==> config.mk <==
export PLATFORM = sky130hd
export DESIGN_NAME = vga_grid_renderer_flat
export DESIGN_NICKNAME = d
export VERILOG_FILES = /design/src/rtl/vga_grid_renderer_if.sv /design/src/rtl/vga_grid_renderer.sv /design/src/flat_wrapper.sv
export SDC_FILE = /design/constraint.sdc
export NUM_CORES = 1
export LEC_CHECK = 0
export ABC_AREA = 0
export CORE_AREA = 2 2 168 170
export DETAILED_ROUTE_END_ITERATION = 8
export DIE_AREA = 0 0 170 172
export PLACE_DENSITY = 0.71
export SLEW_MARGIN = 0
export SYNTH_ARGS = -nofsm -noshare
export SYNTH_HDL_FRONTEND = slang
export SYNTH_SLANG_ARGS = --single-unit
==> constraint.sdc <==
create_clock -name clk -period 17.25 [get_ports clk]
set_input_delay 3.45 -clock clk [delete_from_list [all_inputs] [get_ports clk]]
set_output_delay 3.45 -clock clk [all_outputs]
set_load 0.01 [all_outputs]
==> src/rtl/vga_grid_renderer_if.sv <==
// Game-state inputs and video outputs of the snake playfield renderer.
// The game-logic side is the master; the renderer is the slave.
interface vga_grid_renderer_if #(
   parameter int SNAKE_LEN = 9,
   parameter int N_BAR     = 4,
   parameter int IDX_W     = 8,
   parameter int LEN_W     = 4
);
   logic [SNAKE_LEN*IDX_W-1:0] snake;
   logic [LEN_W-1:0]           snake_len;
   logic [IDX_W-1:0]           apple;
   logic                       apple_en;
   logic [N_BAR*IDX_W-1:0]     barrier;
   logic [N_BAR-1:0]           barrier_en;
   logic                       h_sync;
   logic                       v_sync;
   logic [3:0]                 red_out;
   logic [3:0]                 green_out;
   logic [3:0]                 blue_out;
   logic                       frame_tick;

   modport master (
      output snake, snake_len, apple, apple_en, barrier, barrier_en,
      input  h_sync, v_sync, red_out, green_out, blue_out, frame_tick
   );

   modport slave (
      input  snake, snake_len, apple, apple_en, barrier, barrier_en,
      output h_sync, v_sync, red_out, green_out, blue_out, frame_tick
   );
endinterface

==> src/rtl/vga_grid_renderer.sv <==
// VGA scan generator and snake playfield tile renderer. Game state is
// snapshotted once per frame; each interior line is resolved during the previous line's blanking.
module vga_grid_renderer #(
   parameter int H_ACT     = 640,
   parameter int H_FP      = 16,
   parameter int H_SYNC    = 96,
   parameter int H_BP      = 48,
   parameter int V_ACT     = 480,
   parameter int V_FP      = 10,
   parameter int V_SYNC    = 2,
   parameter int V_BP      = 33,
   parameter int GRID_W    = 8,
   parameter int GRID_H    = 8,
   parameter int CELL_PX   = 42,
   parameter int ORG_X     = 110,
   parameter int ORG_Y     = 30,
   parameter int SNAKE_LEN = 9,
   parameter int N_BAR     = 4,
   parameter int IDX_W     = 8,
   parameter int LEN_W     = 4
) (
   input logic clk,
   input logic rst,
   vga_grid_renderer_if.slave bus
);

   localparam int H_TOTAL = H_ACT + H_FP + H_SYNC + H_BP;
   localparam int V_TOTAL = V_ACT + V_FP + V_SYNC + V_BP;
   localparam int HW      = $clog2(H_TOTAL);
   localparam int VW      = $clog2(V_TOTAL);
   localparam int RING_W  = (GRID_W + 2) * CELL_PX;
   localparam int RING_H  = (GRID_H + 2) * CELL_PX;
   localparam int N_OBJ   = SNAKE_LEN + 1 + N_BAR;
   localparam int OBJ_W   = $clog2(N_OBJ + 1);
   localparam int SUB_W   = $clog2(CELL_PX + 1);
   localparam int CX_W    = $clog2(GRID_W + 3);
   localparam int CY_W    = $clog2(GRID_H + 3);
   localparam int BW      = IDX_W + 1;

   typedef enum logic [1:0] {IDLE, SCAN, DONE} state_t;
   typedef enum logic [1:0] {K_HEAD, K_BODY, K_APPLE, K_BAR} kind_t;

   // The whole object scan must finish inside horizontal blanking.
   if (SNAKE_LEN + N_BAR + 2 > H_TOTAL - H_ACT) begin : g_param_check
      $error("vga_grid_renderer: object scan does not fit in horizontal blanking");
   end

   logic [HW-1:0] h_cnt, h_nxt;
   logic [VW-1:0] v_cnt, v_inc;
   logic          h_wrap, v_last, snap;

   // NOTE: every variable assigned in always_comb gets a value first, so no latches are inferred.
   always_comb begin
      h_wrap = (int'(h_cnt) == H_TOTAL - 1);
      v_last = (int'(v_cnt) == V_TOTAL - 1);
      h_nxt  = h_wrap ? '0 : h_cnt + HW'(1);
      v_inc  = v_last ? '0 : v_cnt + VW'(1);
      snap   = h_wrap && v_last;
   end

   // NOTE: state registers use non-blocking assignments so all flops update from pre-edge values.
   always_ff @(posedge clk or negedge rst) begin
      if (!rst) begin
         h_cnt <= '0;
         v_cnt <= '0;
      end else begin
         h_cnt <= h_nxt;
         if (h_wrap) v_cnt <= v_inc;
      end
   end

   logic [SUB_W-1:0] x_sub, y_sub, ny_sub;
   logic [CX_W-1:0]  x_cell;
   logic [CY_W-1:0]  y_cell, ny_cell;
   logic [BW-1:0]    y_base, ny_base;
   logic             ny_interior;

   // Column tracking: counters describe the pixel at h_cnt, reloaded at the ring's left edge.
   always_ff @(posedge clk or negedge rst) begin
      if (!rst) begin
         x_sub  <= '0;
         x_cell <= '0;
      end else if (int'(h_nxt) == ORG_X) begin
         x_sub  <= '0;
         x_cell <= '0;
      end else if (int'(x_sub) == CELL_PX - 1) begin
         x_sub  <= '0;
         x_cell <= x_cell + CX_W'(1);
      end else begin
         x_sub <= x_sub + SUB_W'(1);
      end
   end

   // Row tracking for the line after v_cnt; y_base holds (row-1)*GRID_W for interior rows.
   always_comb begin
      ny_sub  = y_sub;
      ny_cell = y_cell;
      ny_base = y_base;
      if (int'(v_inc) == ORG_Y) begin
         ny_sub  = '0;
         ny_cell = '0;
         ny_base = '0;
      end else if (int'(y_sub) == CELL_PX - 1) begin
         ny_sub  = '0;
         ny_cell = y_cell + CY_W'(1);
         if (y_cell != '0) ny_base = y_base + BW'(GRID_W);
      end else begin
         ny_sub = y_sub + SUB_W'(1);
      end
      ny_interior = (int'(v_inc) >= ORG_Y) && (int'(v_inc) < ORG_Y + RING_H) &&
                    (int'(ny_cell) >= 1) && (int'(ny_cell) <= GRID_H);
   end

   always_ff @(posedge clk or negedge rst) begin
      if (!rst) begin
         y_sub  <= '0;
         y_cell <= '0;
         y_base <= '0;
      end else if (h_wrap) begin
         y_sub  <= ny_sub;
         y_cell <= ny_cell;
         y_base <= ny_base;
      end
   end

   logic [IDX_W-1:0] snake_sh [SNAKE_LEN];
   logic [IDX_W-1:0] barrier_sh [N_BAR];
   logic [IDX_W-1:0] apple_sh;
   logic [LEN_W-1:0] snake_len_sh;
   logic             apple_en_sh;
   logic [N_BAR-1:0] barrier_en_sh;

   always_ff @(posedge clk or negedge rst) begin
      if (!rst) begin
         snake_len_sh  <= '0;
         apple_en_sh   <= 1'b0;
         barrier_en_sh <= '0;
      end else if (snap) begin
         snake_len_sh  <= bus.snake_len;
         apple_en_sh   <= bus.apple_en;
         barrier_en_sh <= bus.barrier_en;
      end
   end

   // NOTE: index shadows carry no reset; their enables/length gate them until the first snapshot.
   always_ff @(posedge clk) begin
      if (snap) begin
         for (int k = 0; k < SNAKE_LEN; k++) snake_sh[k] <= bus.snake[k*IDX_W +: IDX_W];
         for (int k = 0; k < N_BAR; k++) barrier_sh[k] <= bus.barrier[k*IDX_W +: IDX_W];
         apple_sh <= bus.apple;
      end
   end

   state_t           state, state_nxt;
   logic             start, eval;
   logic [OBJ_W-1:0] obj;
   logic [BW-1:0]    build_base;

   always_ff @(posedge clk or negedge rst) begin
      if (!rst) state <= IDLE;
      else      state <= state_nxt;
   end

   always_comb begin
      state_nxt = state;
      start     = 1'b0;
      eval      = 1'b0;
      case (state)
         IDLE: if (int'(h_cnt) == H_ACT && ny_interior) begin
            state_nxt = SCAN;
            start     = 1'b1;
         end
         SCAN: begin
            eval = 1'b1;
            if (int'(obj) == N_OBJ - 1) state_nxt = DONE;
         end
         DONE:    state_nxt = DONE;
         default: state_nxt = IDLE;
      endcase
      if (h_wrap) state_nxt = IDLE;
   end

   logic [IDX_W-1:0]  cur_idx;
   logic              cur_en, in_grid;
   kind_t             cur_kind;
   logic [GRID_W-1:0] hit_vec;

   // Object order: segments 0..SNAKE_LEN-1, apple, barriers 0..N_BAR-1.
   always_comb begin
      cur_idx  = '0;
      cur_en   = 1'b0;
      cur_kind = K_BAR;
      for (int k = 0; k < SNAKE_LEN; k++) begin
         if (int'(obj) == k) begin
            cur_idx  = snake_sh[k];
            cur_en   = (k < int'(snake_len_sh));
            cur_kind = (k == 0) ? K_HEAD : K_BODY;
         end
      end
      if (int'(obj) == SNAKE_LEN) begin
         cur_idx  = apple_sh;
         cur_en   = apple_en_sh;
         cur_kind = K_APPLE;
      end
      for (int k = 0; k < N_BAR; k++) begin
         if (int'(obj) == SNAKE_LEN + 1 + k) begin
            cur_idx  = barrier_sh[k];
            cur_en   = barrier_en_sh[k];
            cur_kind = K_BAR;
         end
      end
      in_grid = (int'(cur_idx) < GRID_W * GRID_H);
      for (int i = 0; i < GRID_W; i++) begin
         hit_vec[i] = eval && cur_en && in_grid && ({1'b0, cur_idx} == build_base + BW'(i));
      end
   end

   logic [GRID_W-1:0] back_head, back_body, back_apple, back_bar;
   logic [GRID_W-1:0] front_head, front_body, front_apple, front_bar;

   always_ff @(posedge clk or negedge rst) begin
      if (!rst) begin
         obj         <= '0;
         build_base  <= '0;
         back_head   <= '0;
         back_body   <= '0;
         back_apple  <= '0;
         back_bar    <= '0;
         front_head  <= '0;
         front_body  <= '0;
         front_apple <= '0;
         front_bar   <= '0;
      end else begin
         if (start) begin
            obj        <= '0;
            build_base <= ny_base;
         end else if (eval && int'(obj) != N_OBJ - 1) begin
            obj <= obj + OBJ_W'(1);
         end
         // Back bitmaps are only written during SCAN, so a non-interior line swaps in zeros.
         if (h_wrap) begin
            front_head  <= back_head;
            front_body  <= back_body;
            front_apple <= back_apple;
            front_bar   <= back_bar;
            back_head   <= '0;
            back_body   <= '0;
            back_apple  <= '0;
            back_bar    <= '0;
         end else if (eval) begin
            case (cur_kind)
               K_HEAD:  back_head  <= back_head  | hit_vec;
               K_BODY:  back_body  <= back_body  | hit_vec;
               K_APPLE: back_apple <= back_apple | hit_vec;
               K_BAR:   back_bar   <= back_bar   | hit_vec;
            endcase
         end
      end
   end

   logic        active, in_ring, in_int;
   logic        p_head, p_body, p_apple, p_bar;
   logic [11:0] rgb_nxt;

   always_comb begin
      active  = (int'(h_cnt) < H_ACT) && (int'(v_cnt) < V_ACT);
      in_ring = (int'(h_cnt) >= ORG_X) && (int'(h_cnt) < ORG_X + RING_W) &&
                (int'(v_cnt) >= ORG_Y) && (int'(v_cnt) < ORG_Y + RING_H);
      in_int  = in_ring && (int'(x_cell) >= 1) && (int'(x_cell) <= GRID_W) &&
                (int'(y_cell) >= 1) && (int'(y_cell) <= GRID_H);
      p_head  = 1'b0;
      p_body  = 1'b0;
      p_apple = 1'b0;
      p_bar   = 1'b0;
      for (int i = 0; i < GRID_W; i++) begin
         if (int'(x_cell) == i + 1) begin
            p_head  = front_head[i];
            p_body  = front_body[i];
            p_apple = front_apple[i];
            p_bar   = front_bar[i];
         end
      end
      rgb_nxt = 12'h000;
      if (active && in_int) begin
         if (p_head)       rgb_nxt = 12'h0F0;
         else if (p_body)  rgb_nxt = 12'hFFF;
         else if (p_apple) rgb_nxt = 12'hF00;
         else if (p_bar)   rgb_nxt = 12'h00F;
      end else if (active && in_ring) begin
         rgb_nxt = 12'hFF0;
      end
   end

   logic [11:0] rgb_q;
   logic        h_sync_q, v_sync_q, frame_tick_q;

   // Syncs take the same one-clock delay as colour so they stay aligned.
   always_ff @(posedge clk or negedge rst) begin
      if (!rst) begin
         rgb_q        <= '0;
         h_sync_q     <= 1'b1;
         v_sync_q     <= 1'b1;
         frame_tick_q <= 1'b0;
      end else begin
         rgb_q        <= rgb_nxt;
         h_sync_q     <= !((int'(h_cnt) >= H_ACT + H_FP) && (int'(h_cnt) < H_ACT + H_FP + H_SYNC));
         v_sync_q     <= !((int'(v_cnt) >= V_ACT + V_FP) && (int'(v_cnt) < V_ACT + V_FP + V_SYNC));
         frame_tick_q <= (h_cnt == '0) && (int'(v_cnt) == V_ACT);
      end
   end

   assign bus.red_out    = rgb_q[11:8];
   assign bus.green_out  = rgb_q[7:4];
   assign bus.blue_out   = rgb_q[3:0];
   assign bus.h_sync     = h_sync_q;
   assign bus.v_sync     = v_sync_q;
   assign bus.frame_tick = frame_tick_q;

endmodule

==> src/flat_wrapper.sv <==
// flat-port wrapper written by rule: the top's interface ports become plain ports
module vga_grid_renderer_flat 
#(
   parameter int H_ACT     = 640,
   parameter int H_FP      = 16,
   parameter int H_SYNC    = 96,
   parameter int H_BP      = 48,
   parameter int V_ACT     = 480,
   parameter int V_FP      = 10,
   parameter int V_SYNC    = 2,
   parameter int V_BP      = 33,
   parameter int GRID_W    = 8,
   parameter int GRID_H    = 8,
   parameter int CELL_PX   = 42,
   parameter int ORG_X     = 110,
   parameter int ORG_Y     = 30,
   parameter int SNAKE_LEN = 9,
   parameter int N_BAR     = 4,
   parameter int IDX_W     = 8,
   parameter int LEN_W     = 4
)
  (clk, rst, bus_snake, bus_snake_len, bus_apple, bus_apple_en, bus_barrier, bus_barrier_en, bus_h_sync, bus_v_sync, bus_red_out, bus_green_out, bus_blue_out, bus_frame_tick);
  vga_grid_renderer_if #(.SNAKE_LEN(SNAKE_LEN), .N_BAR(N_BAR), .IDX_W(IDX_W), .LEN_W(LEN_W)) bus_i ();
  input logic clk;
  input logic rst;
  input wire logic [$bits(bus_i.snake)-1:0] bus_snake;
  input wire logic [$bits(bus_i.snake_len)-1:0] bus_snake_len;
  input wire logic [$bits(bus_i.apple)-1:0] bus_apple;
  input wire logic [$bits(bus_i.apple_en)-1:0] bus_apple_en;
  input wire logic [$bits(bus_i.barrier)-1:0] bus_barrier;
  input wire logic [$bits(bus_i.barrier_en)-1:0] bus_barrier_en;
  output wire logic [$bits(bus_i.h_sync)-1:0] bus_h_sync;
  output wire logic [$bits(bus_i.v_sync)-1:0] bus_v_sync;
  output wire logic [$bits(bus_i.red_out)-1:0] bus_red_out;
  output wire logic [$bits(bus_i.green_out)-1:0] bus_green_out;
  output wire logic [$bits(bus_i.blue_out)-1:0] bus_blue_out;
  output wire logic [$bits(bus_i.frame_tick)-1:0] bus_frame_tick;
  assign bus_i.snake = bus_snake;
  assign bus_i.snake_len = bus_snake_len;
  assign bus_i.apple = bus_apple;
  assign bus_i.apple_en = bus_apple_en;
  assign bus_i.barrier = bus_barrier;
  assign bus_i.barrier_en = bus_barrier_en;
  assign bus_h_sync = bus_i.h_sync;
  assign bus_v_sync = bus_i.v_sync;
  assign bus_red_out = bus_i.red_out;
  assign bus_green_out = bus_i.green_out;
  assign bus_blue_out = bus_i.blue_out;
  assign bus_frame_tick = bus_i.frame_tick;
  vga_grid_renderer #(.H_ACT(H_ACT), .H_FP(H_FP), .H_SYNC(H_SYNC), .H_BP(H_BP), .V_ACT(V_ACT), .V_FP(V_FP), .V_SYNC(V_SYNC), .V_BP(V_BP), .GRID_W(GRID_W), .GRID_H(GRID_H), .CELL_PX(CELL_PX), .ORG_X(ORG_X), .ORG_Y(ORG_Y), .SNAKE_LEN(SNAKE_LEN), .N_BAR(N_BAR), .IDX_W(IDX_W), .LEN_W(LEN_W)) u_core (.clk(clk), .rst(rst), .bus(bus_i));
endmodule
==> results by group <==
Cells and area
  – Footprint of the multi-input gates: 0.00601 sq mm
  – Non-Filler Instances: 1813
  – Area Growth Syn to Fin: 18.0%
  – Register area: 0.00694 sq mm
  – Ant. Diodes: 0
  – Final #Nets: 1601
  – Share of post-route cells with drive strength above 1: 7.57%
  – Filler cells: 2329
  – Post-layout util: 58.3%

Placement
  – Gpl congestion: 0.963
  – DP Wirelength: 23.1 mm
  – Placed insts: 1759
  – Pre-CTS WS: 12.33 ns
  – Number of buffers added on ports: 137

STA
  – Slew HR: 25.9%
  – Min Tclk post-route: 5.02 ns
  – Skew final: 0.0268 ns
  – Setup WS post-layout: 12.23 ns
  – RSZ-0062 raised after global routing: false
  – Worst-margin pin slew: 1.11 ns
  – Max Slew Vio Count: 0
  – Setup violations, final: 0
  – Setup TNS: 0 ns
  – Final hold violations: 0
  – Max Clk Rate: 0.199 GHz
  – Tcrit/Tclk final: 29.1%

Detailed routing
  – Vias/cell: 5.77
  – Wire length after detailed routing: 33.2 mm
  – Drc violations: 0
  – 1st-iter DRT viols: 882
  – Drt pass-1 iters: 5
  – Antenna-violating nets left: 0
  – WL/cell: 18.3 um
  – Vias: 10467

Synth
  – Ys Warns: 0
  – EDFF count, synth: 112
  – Synth cell types: 94
  – Synth Register Bits: 255
  – Mapped Cells: 1356
  – Top cells by area, synth: dfrtp_1 (26%), edfxtp_1 (25%), nand2_1 (5.8%), ha_1 (3.1%), o21ai_0 (2.9%)
  – Mapped cell area: 0.0136 sq mm
  – Yosys top cell by area: dfrtp_1
  – Top cell type's share of synthesized area: 26.0%
  – Post-synth top flop: dfrtp_1
  – Post-synthesis async set-or-reset flop share: 56.1%
  – Avg Synthesized Cell Area: 10.0 sq um
  – Seq/Total Area, Yosys: 51.2%
  – Mapped Nets: 1513

Global routing
  – Total GRT Usage: 23.1%
  – Largest net degree at the start of global routing: 90
  – Vias in the first global route: 10211
  – Gr ovfl total: 0
  – First-pass GRT wire length: 54.0 mm
  – Antenna violations before repair: 0

Floorplan
  – FP Rows: 61
  – Die Area: 0.0292 sq mm
  – Chip height: 172 um
  – Starting density of the core: 49.4%
  – Die Wd: 170 um
  – CORE AREA: 0.0275 sq mm
  – I/O pins: 138

Clock tree
  – Cts hold-fix bufs: 0
  – CTS Sinks: 255
  – Post-CTS Resized: 0
  – H-tree levels: 1
  – Clock Tree Buf Depth: 3
  – Root Buffer: clkbuf_16
  – Clock transition at the registers of the reported paths: 0.06 ns
  – Setup Fix Bufs, Post-CTS: 0
  – TritonCTS clock tree: yes
  – Clock Latency Late Sink: 0.56 ns
  – TritonCTS buffer count: 29

Power
  – P per Cell Area: 82.8 mW/mm^2
  – P_leak: 6.23 nW
  – Max IR drop VDD: 78.5 uV

Worst setup path
  – Max incr delay on CP: 0.52 ns
  – Critical-path top delay cell: dfstp_2
  – Arrival time at the worst endpoint: 1.57 ns
  – Critical Path Fanout Max: 1
  – Crit path from: u_core.bus.h_sync
  – Kind of end point of the critical path: output port
  – Crit Path Class: reg -> out
  – WP buf/inv: 1
  – Startpoint types: flip-flop
  – Delay-heaviest family, CP: flip-flops
  – Required @ worst endpoint: 13.80 ns
  – Crit-path cells: clkdlybuf4s50_1
  – R2R Path Start: u_core.obj[1]

Hold path
  – HP Class: reg -> reg
  – Hold Crit Start: u_core.back_body[5]

Run status
  – Status: finished clean

Run
  – Max_cap viols: 0
worst min-delay path, cell delays in order (launching register included):
cell and delay (ns):
dfrtp_1 0.34, nand2_1 0.05, nand2_1 0.05
worst paths after layout:
check,slack (ns),depth (start not counted),end
setup / recovery,12.23,1,bus_h_sync
hold / removal,0.48,2,u_core.front_body[5]
setup reg to reg,13.22,12,u_core.back_bar[6]
hold reg to reg,0.48,2,u_core.front_body[5]
max in group asynchronous,12.96,2,u_core.front_head[7]
min in group asynchronous,2.92,1,u_core.v_cnt[3]
layout make-up:
type | count | area share (%)
clock inverter | 19 | 1.68
sequential | 255 | 43.4
inverter | 40 | 0.937
clock buffer | 35 | 4.73
multi-input combinational | 970 | 37.5
timing repair buffer | 148 | 9.08
tap | 346 | 2.70
metrics by stage:
stage	power, mW	area, sq um	hold slack (ns)
final	1.33	16000	0.475
after global routing	1.36	16000	0.493
after CTS	1.34	16000	0.479
after detailed placement	0.682	15000	0.457
after global placement	0.682	15000	0.452
after floorplan	0.647	13600	0.439
layer usage:
metal | GRT usage [%] | routed length, um | vias up
met5 | 0 | 0 | -
met4 | 7.69 | 1070 | 0
met3 | 3.78 | 1770 | 61
met2 | 38.5 | 15700 | 318
met1 | 30.9 | 14700 | 5026
li1 | - | - | 5062
placed cells by master, fill, tap and decap left out, types with 14 or more instances in the layout:
master and count:
nand2_1 211, dfrtp_1 141, clkdlybuf4s50_1 136, edfxtp_1 112
nor2_1 97, o21ai_0 79, a21oi_1 70, nand3_1 47
inv_1 40, nor2b_1 38, ha_1 32, xnor2_1 31
clkbuf_16 29, xor2_1 21, nor3_1 21, nand4_1 21
o31ai_1 20, nand2b_1 20, o21ai_1 16, nand3b_1 15
a31oi_1 14
state kept, by name, indices dropped and copies added (netlist names), 9 cells and up:
signal	cells
u_core.v_cnt	10
u_core.barrier_sh	32
u_core.snake_sh	72
u_core.y_base	9
u_core.h_cnt	10
u_core.build_base	9
synthesized netlist by cell type (17+ instances only):
| library cell | instances |
|---|---|
| a21oi_1 | 70 |
| buf_2 | 18 |
| buf_4 | 17 |
| clkbuf_1 | 46 |
| dfrtp_1 | 141 |
| edfxtp_1 | 112 |
| ha_1 | 34 |
| inv_1 | 40 |
| nand2_1 | 211 |
| nand2b_1 | 20 |
| nand3_1 | 47 |
| nand4_1 | 21 |
| nor2_1 | 97 |
| nor2b_1 | 38 |
| nor3_1 | 21 |
| o21ai_0 | 79 |
| o31ai_1 | 20 |
| xnor2_1 | 31 |
| xor2_1 | 21 |
cells by family after synthesis:
| kind of cell | after synthesis | synth area share (%) |
|---|---|---|
| and+or+nand+nor | 545 | 19.8 |
| buffers and inverters | 131 | 4.65 |
| DFF | 255 | 51.2 |
| AOI/OAI and AO/OA | 318 | 16.0 |
| xor gates and xnor gates | 55 | 3.76 |
| muxes | 18 | 1.45 |
| adders and majority gates | 34 | 3.13 |
report_power, final:
| part | internal, mW | switching, mW |
|---|---|---|
| logic | 0.0241 | 0.0111 |
| clock network | 0.404 | 0.252 |
| registers | 0.635 | 0 |
No activity file was read; power rests on OpenSTA's default activity.
